===== src/rtl/ies_control_unit.sv =====
// ies_control_unit: multicycle control FSM for the instruction execution system.
// Sequences FETCH/DECODE/EXEC/MEM/WB/HALT, decodes the registered opcode into
// IES strobes, drives PC/memory enables and counts retired instructions.
// Optional macro MEM_WAIT_EN: FETCH and MEM stall until mem_ready is high.
module ies_control_unit #(
  parameter int RETIRE_W = 16
) (
  input  logic                clk,
  input  logic                reset,
  input  logic [3:0]          op,
  input  logic                cmp_result,
  input  logic                mem_ready,
  output logic                irWrite,
  output logic                pcWrite,
  output logic [1:0]          pcSrc,
  output logic                memRead,
  output logic                memWrite,
  output logic                backup,
  output logic                restore,
  output logic                writeCR,
  output logic                cmpeq,
  output logic                cmpne,
  output logic                RegR1,
  output logic                RegR2,
  output logic                RegW1,
  output logic                RegW2,
  output logic                ALUsrc,
  output logic [1:0]          Regsrc,
  output logic [2:0]          ALUop,
  output logic                halted,
  output logic [RETIRE_W-1:0] retired
);

  typedef enum logic [2:0] {
    FETCH  = 3'd0,
    DECODE = 3'd1,
    EXEC   = 3'd2,
    MEM    = 3'd3,
    WB     = 3'd4,
    HALT   = 3'd5
  } state_t;

  localparam logic [3:0] OP_ADD  = 4'h0;
  localparam logic [3:0] OP_SUB  = 4'h1;
  localparam logic [3:0] OP_AND  = 4'h2;
  localparam logic [3:0] OP_OR   = 4'h3;
  localparam logic [3:0] OP_ADDI = 4'h4;
  localparam logic [3:0] OP_SLT  = 4'h5;
  localparam logic [3:0] OP_LW   = 4'h6;
  localparam logic [3:0] OP_SW   = 4'h7;
  localparam logic [3:0] OP_BEQ  = 4'h8;
  localparam logic [3:0] OP_BNE  = 4'h9;
  localparam logic [3:0] OP_J    = 4'hA;
  localparam logic [3:0] OP_JAL  = 4'hB;
  localparam logic [3:0] OP_JR   = 4'hC;
  localparam logic [3:0] OP_IN   = 4'hD;
  localparam logic [3:0] OP_OUT  = 4'hE;
  localparam logic [3:0] OP_HALT = 4'hF;

  state_t              state;
  state_t              next_state;
  logic [3:0]          opq;
  logic [RETIRE_W-1:0] retired_q;
  logic                mem_done;
  logic                retire;

`ifdef MEM_WAIT_EN
  assign mem_done = mem_ready;
`else
  logic unused_mem_ready;
  assign unused_mem_ready = mem_ready;
  assign mem_done         = 1'b1;
`endif

  // An instruction retires whenever control returns to FETCH from a later state.
  assign retire = (next_state == FETCH) &&
                  ((state == EXEC) || (state == MEM) || (state == WB));

  // Reset forces every output low in the reset cycle so nothing partial is written.
  assign retired = reset ? '0 : retired_q;

  // State register, opcode latch and retired-instruction counter.
  always_ff @(posedge clk) begin
    if (reset) begin
      state     <= FETCH;
      opq       <= 4'h0;
      retired_q <= '0;
    end else begin
      state <= next_state;
      if (state == DECODE) begin
        opq <= op;
      end
      if (retire) begin
        retired_q <= retired_q + RETIRE_W'(1);
      end
    end
  end

  // Next-state and Moore strobe decode; everything stays low while reset is high.
  always_comb begin
    next_state = state;
    irWrite    = 1'b0;
    pcWrite    = 1'b0;
    pcSrc      = 2'd0;
    memRead    = 1'b0;
    memWrite   = 1'b0;
    backup     = 1'b0;
    restore    = 1'b0;
    writeCR    = 1'b0;
    cmpeq      = 1'b0;
    cmpne      = 1'b0;
    RegR1      = 1'b0;
    RegR2      = 1'b0;
    RegW1      = 1'b0;
    RegW2      = 1'b0;
    ALUsrc     = 1'b0;
    Regsrc     = 2'd0;
    ALUop      = 3'd0;
    halted     = 1'b0;
    if (!reset) begin
      case (state)
        FETCH: begin
          memRead = 1'b1;
          irWrite = mem_done;
          pcWrite = mem_done;
          pcSrc   = 2'd0;
          if (mem_done) begin
            next_state = DECODE;
          end
        end
        DECODE: begin
          RegR1      = 1'b1;
          RegR2      = 1'b1;
          next_state = (op == OP_HALT) ? HALT : EXEC;
        end
        EXEC: begin
          case (opq)
            OP_ADD, OP_SUB, OP_AND, OP_OR: begin
              ALUop      = {1'b0, opq[1:0]};
              next_state = WB;
            end
            OP_ADDI: begin
              ALUsrc     = 1'b1;
              next_state = WB;
            end
            OP_SLT: begin
              ALUop      = 3'd4;
              writeCR    = 1'b1;
              next_state = FETCH;
            end
            OP_LW, OP_SW: begin
              ALUsrc     = 1'b1;
              next_state = MEM;
            end
            OP_BEQ, OP_BNE: begin
              cmpeq      = (opq == OP_BEQ);
              cmpne      = (opq == OP_BNE);
              pcSrc      = 2'd1;
              pcWrite    = cmp_result;
              next_state = FETCH;
            end
            OP_J: begin
              pcSrc      = 2'd2;
              pcWrite    = 1'b1;
              next_state = FETCH;
            end
            OP_JAL: begin
              backup     = 1'b1;
              pcSrc      = 2'd2;
              pcWrite    = 1'b1;
              next_state = FETCH;
            end
            OP_JR: begin
              restore    = 1'b1;
              pcSrc      = 2'd3;
              pcWrite    = 1'b1;
              next_state = FETCH;
            end
            OP_IN: begin
              next_state = WB;
            end
            OP_OUT: begin
              RegR1      = 1'b1;
              next_state = FETCH;
            end
            default: begin
              next_state = HALT;
            end
          endcase
        end
        MEM: begin
          memRead  = (opq == OP_LW);
          memWrite = (opq == OP_SW);
          if (mem_done) begin
            next_state = (opq == OP_LW) ? WB : FETCH;
          end
        end
        WB: begin
          if (opq == OP_LW) begin
            RegW2  = 1'b1;
            Regsrc = 2'd1;
          end else if (opq == OP_IN) begin
            RegW1  = 1'b1;
            Regsrc = 2'd2;
          end else begin
            RegW1  = 1'b1;
            Regsrc = 2'd0;
          end
          next_state = FETCH;
        end
        HALT: begin
          halted     = 1'b1;
          next_state = HALT;
        end
        default: begin
          next_state = FETCH;
        end
      endcase
    end
  end

endmodule


===== config.mk =====
export PLATFORM = sky130hd
export DESIGN_NAME = ies_control_unit
export DESIGN_NICKNAME = d
export VERILOG_FILES = /design/src/rtl/ies_control_unit.sv
export SDC_FILE = /design/constraint.sdc
export NUM_CORES = 1
export LEC_CHECK = 0
export BUFFER_PORTS_ARGS = -buffer_cell sky130_fd_sc_hd__buf_2
export CAP_MARGIN = 20
export CORE_UTILIZATION = 51
export CTS_CLUSTER_SIZE = 25
export DETAILED_ROUTE_END_ITERATION = 8
export GPL_ROUTABILITY_DRIVEN = 0
export HOLD_SLACK_MARGIN = 0.03
export PLACE_DENSITY = 0.79
export SLEW_MARGIN = 10
export SYNTH_ARGS = -nofsm -noshare
export SYNTH_HDL_FRONTEND = slang
export SYNTH_SLANG_ARGS = --single-unit
export TNS_END_PERCENT = 1

===== constraint.sdc =====
create_clock -name clk -period 2.4 [get_ports clk]
set_clock_uncertainty 0.1 [all_clocks]
set_input_delay 0.12 -clock clk [delete_from_list [all_inputs] [get_ports clk]]
set_output_delay 0.12 -clock clk [all_outputs]
set_load 0.02 [all_outputs]

### Word level (Yosys, flattened, before mapping)

Cells that the tools add are included.

| word-level totals | value |
|---|---|
| register bits after elaboration | 23 |
| latch bits | 0 |
| memory bits (writable) | 0 |
| bits in read-only memories | 0 |
| input bits | 8 |
| output and inout port bits | 38 |
| logic and storage cells | 94 |
| memories kept | 0 |

| operators by class | value |
|---|---|
| add/subtract/negate cells | 1 |
| multiply operators | 0 |
| divide/modulo/power cells | 0 |
| order comparisons | 0 |
| equal/unequal tests | 20 |
| shift operators | 0 |
| multiplexer cells | 56 |
| bitwise gates (word level) | 0 |
| reduce and logical (&&, ||, !) cells | 14 |

Operators by type and width:

| kind | number |
|---|---|
| 2-to-1 mux 1 bit | 36 |
| == test 4 bit, second input constant | 8 |
| adder 16 x 1 -> 16 bit, second input constant | 1 |
| == test 4 x 3 -> 1 bit, second input constant | 4 |
| 2-to-1 mux 16 bit | 1 |
| 2-to-1 mux 3 bit | 5 |
| one-hot mux 3 bit (5 select lines) | 1 |
| 2-to-1 mux 2 bit | 6 |
| one-hot mux 3 bit (3 select lines) | 1 |
| == test 4 x 2 -> 1 bit, second input constant | 2 |
| one-hot mux 1 bit (2 select lines) | 4 |
| OR reduction 7 bit | 1 |
| == test 3 x 2 -> 1 bit, second input constant | 2 |
| == test 3 bit, second input constant | 2 |
| zero test 3 bit | 2 |
| one-hot mux 2 bit (3 select lines) | 1 |
| one-hot mux 3 bit (2 select lines) | 1 |
| OR reduction 2 bit | 3 |
| OR reduction 3 bit | 2 |
| OR reduction 6 bit | 1 |
| == test 4 x 1 -> 1 bit, second input constant | 1 |
| zero test 4 bit | 1 |
| OR reduction 4 bit | 1 |
| == test 3 x 1 -> 1 bit, second input constant | 1 |
| other kinds (2) | 3 |

### Depth between registers and ports, before layout

| logic depth | value |
|---|---|
| depth in word-level cells | 7 |
| mapped depth | 8 |
| mapped depth without buffers | 6 |

### Worst setup path before layout

No wires, ideal clock.

| timing | value |
|---|---|
| path type | register -> output |
| start point | reg state[1] |
| end point | out Regsrc[0] |
| arrival | 2.045 ns |
| required time | 2.180 ns |
| path slack | 0.135 ns |
| stages on the path, launching flop included | 6 |
| buffers on the path | 2 |
| cell sequence | dfxtp_1 buf_6 or2_2 or3_1 nor4_1 buf_4 |

| between the ends | value |
|---|---|
| longest elaborated chain between the ends | 3 |

Ends and longest elaborated chain:

| element | line | source |
|---|---|---|
| start, declared | 60 | `state_t state;` |
| start signal, assigned | 89 | `state <= next_state;` |
| == test 3 bit | 121 | `case (state)` |
| 2-to-1 mux 2 bit | 121 |  |
| 2-to-1 mux 2 bit | 120 | `if (!reset) begin` |
| end, declared | 28 | `output logic [1:0] Regsrc,` |

Every way passes these cells.

### Worst setup path after layout

| timing | value |
|---|---|
| start point | reg state[2] |
| end point | out RegR1 |

| between the ends | value |
|---|---|
| longest elaborated chain between the ends | 3 |
| elaborated cells between the ends (all ways) | 4 |
| those cells by class | eq/ne (2); mux (2) |

Ends and longest elaborated chain:

| element | line | source |
|---|---|---|
| == test 3 x 2 -> 1 bit / == test 3 x 1 -> 1 bit (equally long branches) | 121 |  |
| one-hot mux 1 bit (2 select lines) * | 121 |  |
| 2-to-1 mux 1 bit * | 120 |  |
| end, declared | 23 | `output logic RegR1,` |

Every way passes the cells marked *; elsewhere a longest branch is shown, timed or not.

==> impl_metrics.env <==
export IMPL_totalWireLength_um=3721
export IMPL_drc=4
export IMPL_power_switching_share=0.3515
export IMPL_reg2reg_from="state[0]"
export IMPL_vias=1675
export IMPL_setup_worst_path_start="state[2]"
export IMPL_grt_antenna_before_repair=0
export IMPL_grt_max_degree=25
export IMPL_port_buffers=44
export IMPL_p_per_area_mw_per_mm2=453.6
export IMPL_hold_class="reg -> reg"
export IMPL_synth_cell_types=44
export IMPL_internal_power_uw=563.8
export IMPL_postCtsSetupBuffers=0
export IMPL_root_buffer="clkbuf_4"
export IMPL_final_cell_mix="buf_2, nor2_1, dfxtp_1"
export IMPL_start_util=0.5555
export IMPL_grt_setup_unrepaired="no"
export IMPL_grt_ovfl_total=0
export IMPL_drv_cap=0
export IMPL_fin_crit_sh=0.9459
export IMPL_insertedDiodeCount=0
export IMPL_fp_dieW_um=57.51
export IMPL_ys_flop_type="dfxtp_1"
export IMPL_crit_arrival_ns=2.05
export IMPL_comb_power_share=0.297
export IMPL_dpl_instance_area_mm2=0.001831
export IMPL_seq_power_share=0.488
export IMPL_peakVddDrop_mv=0.3486
export IMPL_status="complete, but fails checks"
export IMPL_crit_path_start_kind="register"
export IMPL_netlist_top_cells_area="dfxtp_1, nor2b_1, nor2_1"
export IMPL_dieArea_mm2=0.003307
export IMPL_hpwlAfterDp_um=2640
export IMPL_end_kind="primary output"
export IMPL_fillers=255
export IMPL_die_h_um=57.51
export IMPL_finish_utilization=0.6776
export IMPL_path_class="reg -> out"
export IMPL_tns_ns=0
export IMPL_rr_worst_depth=6
export IMPL_setup_worst_path_end="RegR1"
export IMPL_worst_pin_slew_ns=0.4129
export IMPL_layout_min_cycle_time_ns=2.270
export IMPL_first_pass_iters=9
export IMPL_cts_tree="yes"
export IMPL_synth_area_mm2=0.001572
export IMPL_num_rows=19
export IMPL_layout_nets=265
export IMPL_ys_seq_elements=23
export IMPL_clockPowerShare=0.215
export IMPL_hold_violations=0
export IMPL_clock_latency_ns=0.32
export IMPL_async_flop_share=0
export IMPL_power_leakage_nw=0.7947
export IMPL_cp_required_ns=2.18
export IMPL_hold_depth=2
export IMPL_core_area_mm2=0.002829
export IMPL_yosysTopAreaCell="dfxtp_1"
export IMPL_routedWlPerCell_um=13.01
export IMPL_synth_top_area_share=0.2930
export IMPL_grt_pass1_vias=1431
export IMPL_violations="design-rule violations"
export IMPL_htreeDepth=1
export IMPL_drt_iter0_markers=59
export IMPL_rrSetupSlack_ns=0.25
export IMPL_setup_violations=0
export IMPL_clock_path_buffers=2
export IMPL_cp_max_fo=9
export IMPL_clk_pin_slew_ns=0.14
export IMPL_cts_buffers_inserted=3
export IMPL_grt_pass1_wl_um=6237
export IMPL_finalMaxSlewViolations=0
export IMPL_yosys_warnings=0
export IMPL_syn_to_final_growth_pct=21.97
export IMPL_synth_edf_count=0
export IMPL_numClockSinks=23
export IMPL_r2r_end="retired_q[7]"
export IMPL_routed_via_density=5.857
export IMPL_slew_headroom=0.7243
export IMPL_final_antenna_net_count=0
export IMPL_min_from="retired_q[15]"
export IMPL_final_cell_area_mm2=0.001917
export IMPL_fmaxAchievable_mhz=440.5
export IMPL_drive_above_1_share=0.2588
export IMPL_total_power_uw=869.4
export IMPL_syn_nets=218
export IMPL_grt_usage=0.2346
export IMPL_ios=46
export IMPL_final_common_cell="buf_2"
export IMPL_p_switching_uw=305.6
export IMPL_yosysSeqAreaShare=0.2930
export IMPL_syn_avg_cell_area_um2=7.519
export IMPL_syn_inst=209
==> synthesized netlist by cell type (2+ instances only) <==
| cell | instances |
|---|---|
| nor3b_1 | 3 |
| nor2b_1 | 17 |
| or3_1 | 5 |
| o21ai_0 | 6 |
| nand2b_1 | 3 |
| a21oi_1 | 15 |
| or2_2 | 2 |
| buf_2 | 4 |
| nor4_1 | 5 |
| mux2_1 | 8 |
| or4_1 | 6 |
| buf_6 | 2 |
| o31ai_1 | 7 |
| a41oi_1 | 2 |
| buf_4 | 2 |
| a211oi_1 | 2 |
| nor2_1 | 28 |
| dfxtp_1 | 23 |
| inv_1 | 5 |
| nor3_1 | 9 |
| and3_1 | 2 |
| clkbuf_1 | 9 |
| nand2_1 | 12 |
| nand3_1 | 12 |
==> sequential cells by signal, summed over array words and instances, names as in the netlist <==
| register | count |
|---|---|
| retired_q | 16 |
| opq | 4 |
| state | 3 |
==> routing by layer <==
layer / vias up / routed length, um / track usage
met5: - / 0 / 0
met4: 0 / 12 / 0.06969
met3: 2 / 151 / 0.04535
met2: 42 / 1765 / 0.3821
met1: 786 / 1792 / 0.3142
li1: 845 / - / -
==> per-stage QoR <==
stage	hold WS, ns	setup slack (ns)	cells
floorplan	0.1560	0.1351	209
CTS	0.3935	0.1326	286
finish	0.3925	0.1300	286
global route	0.4205	0.02040	286
global placement	0.2902	0.3104	277
detailed placement	0.2908	0.2543	277
==> worst min path at each step <==
stage / slack (ns) / to
2_1_floorplan: 0.16 / opq[0]
3_3_place_gp: 0.29 / opq[0]
3_5_place_dp: 0.29 / opq[0]
4_1_cts: 0.39 / retired_q[15]
5_1_grt: 0.42 / retired_q[9]
6_report: 0.39 / retired_q[15]
==> power groups by stage <==
stage	Clock (mW)	Sequential [mW]	Combinational, mW
after floorplan	0	0.416	0.191
after global placement	0	0.431	0.245
after detailed placement	0	0.432	0.248
after CTS	0.194	0.423	0.254
after global routing	0.215	0.427	0.282
final	0.187	0.424	0.258
==> repair_timing <==
item | CTS | global route
hold buffers | 5 | 0
resized for setup | 0 | 1
endpoints found under the setup margin | 0 | 1
endpoints found under the hold margin | 5 | 0
==> cell type report <==
type / instances / area [um^2] / area share
clock inverters: 1 / 7.507 / 0.003916
flip-flops and latches: 23 / 460.4 / 0.2402
inverters: 5 / 18.77 / 0.009791
repair buffers: 60 / 365.4 / 0.1906
multi-input cells: 163 / 1003 / 0.5235
clock buffers: 3 / 22.52 / 0.01175
well taps: 31 / 38.79 / 0.02023
==> kinds of logic (layout without fill, tap and decap cells) <==
family,after synthesis,after routing,share of synthesized area
multiplexers,10,10,0.07086
flip-flops,23,23,0.2930
AND/OR/NAND/NOR,112,112,0.3901
AO/OA/AOI/OAI,40,40,0.1656
buffers and inverters,23,69,0.07245
adder cells (fa/ha/maj),1,1,0.007961
==> critical path: stages, from the launching register on <==
cell and delay (ns):
dfxtp_1 0.35, buf_4 0.16, or2_2 0.39, or3_1 0.36, o32ai_1 0.26, buf_2 0.20
Power figures use the tool's default switching activity.
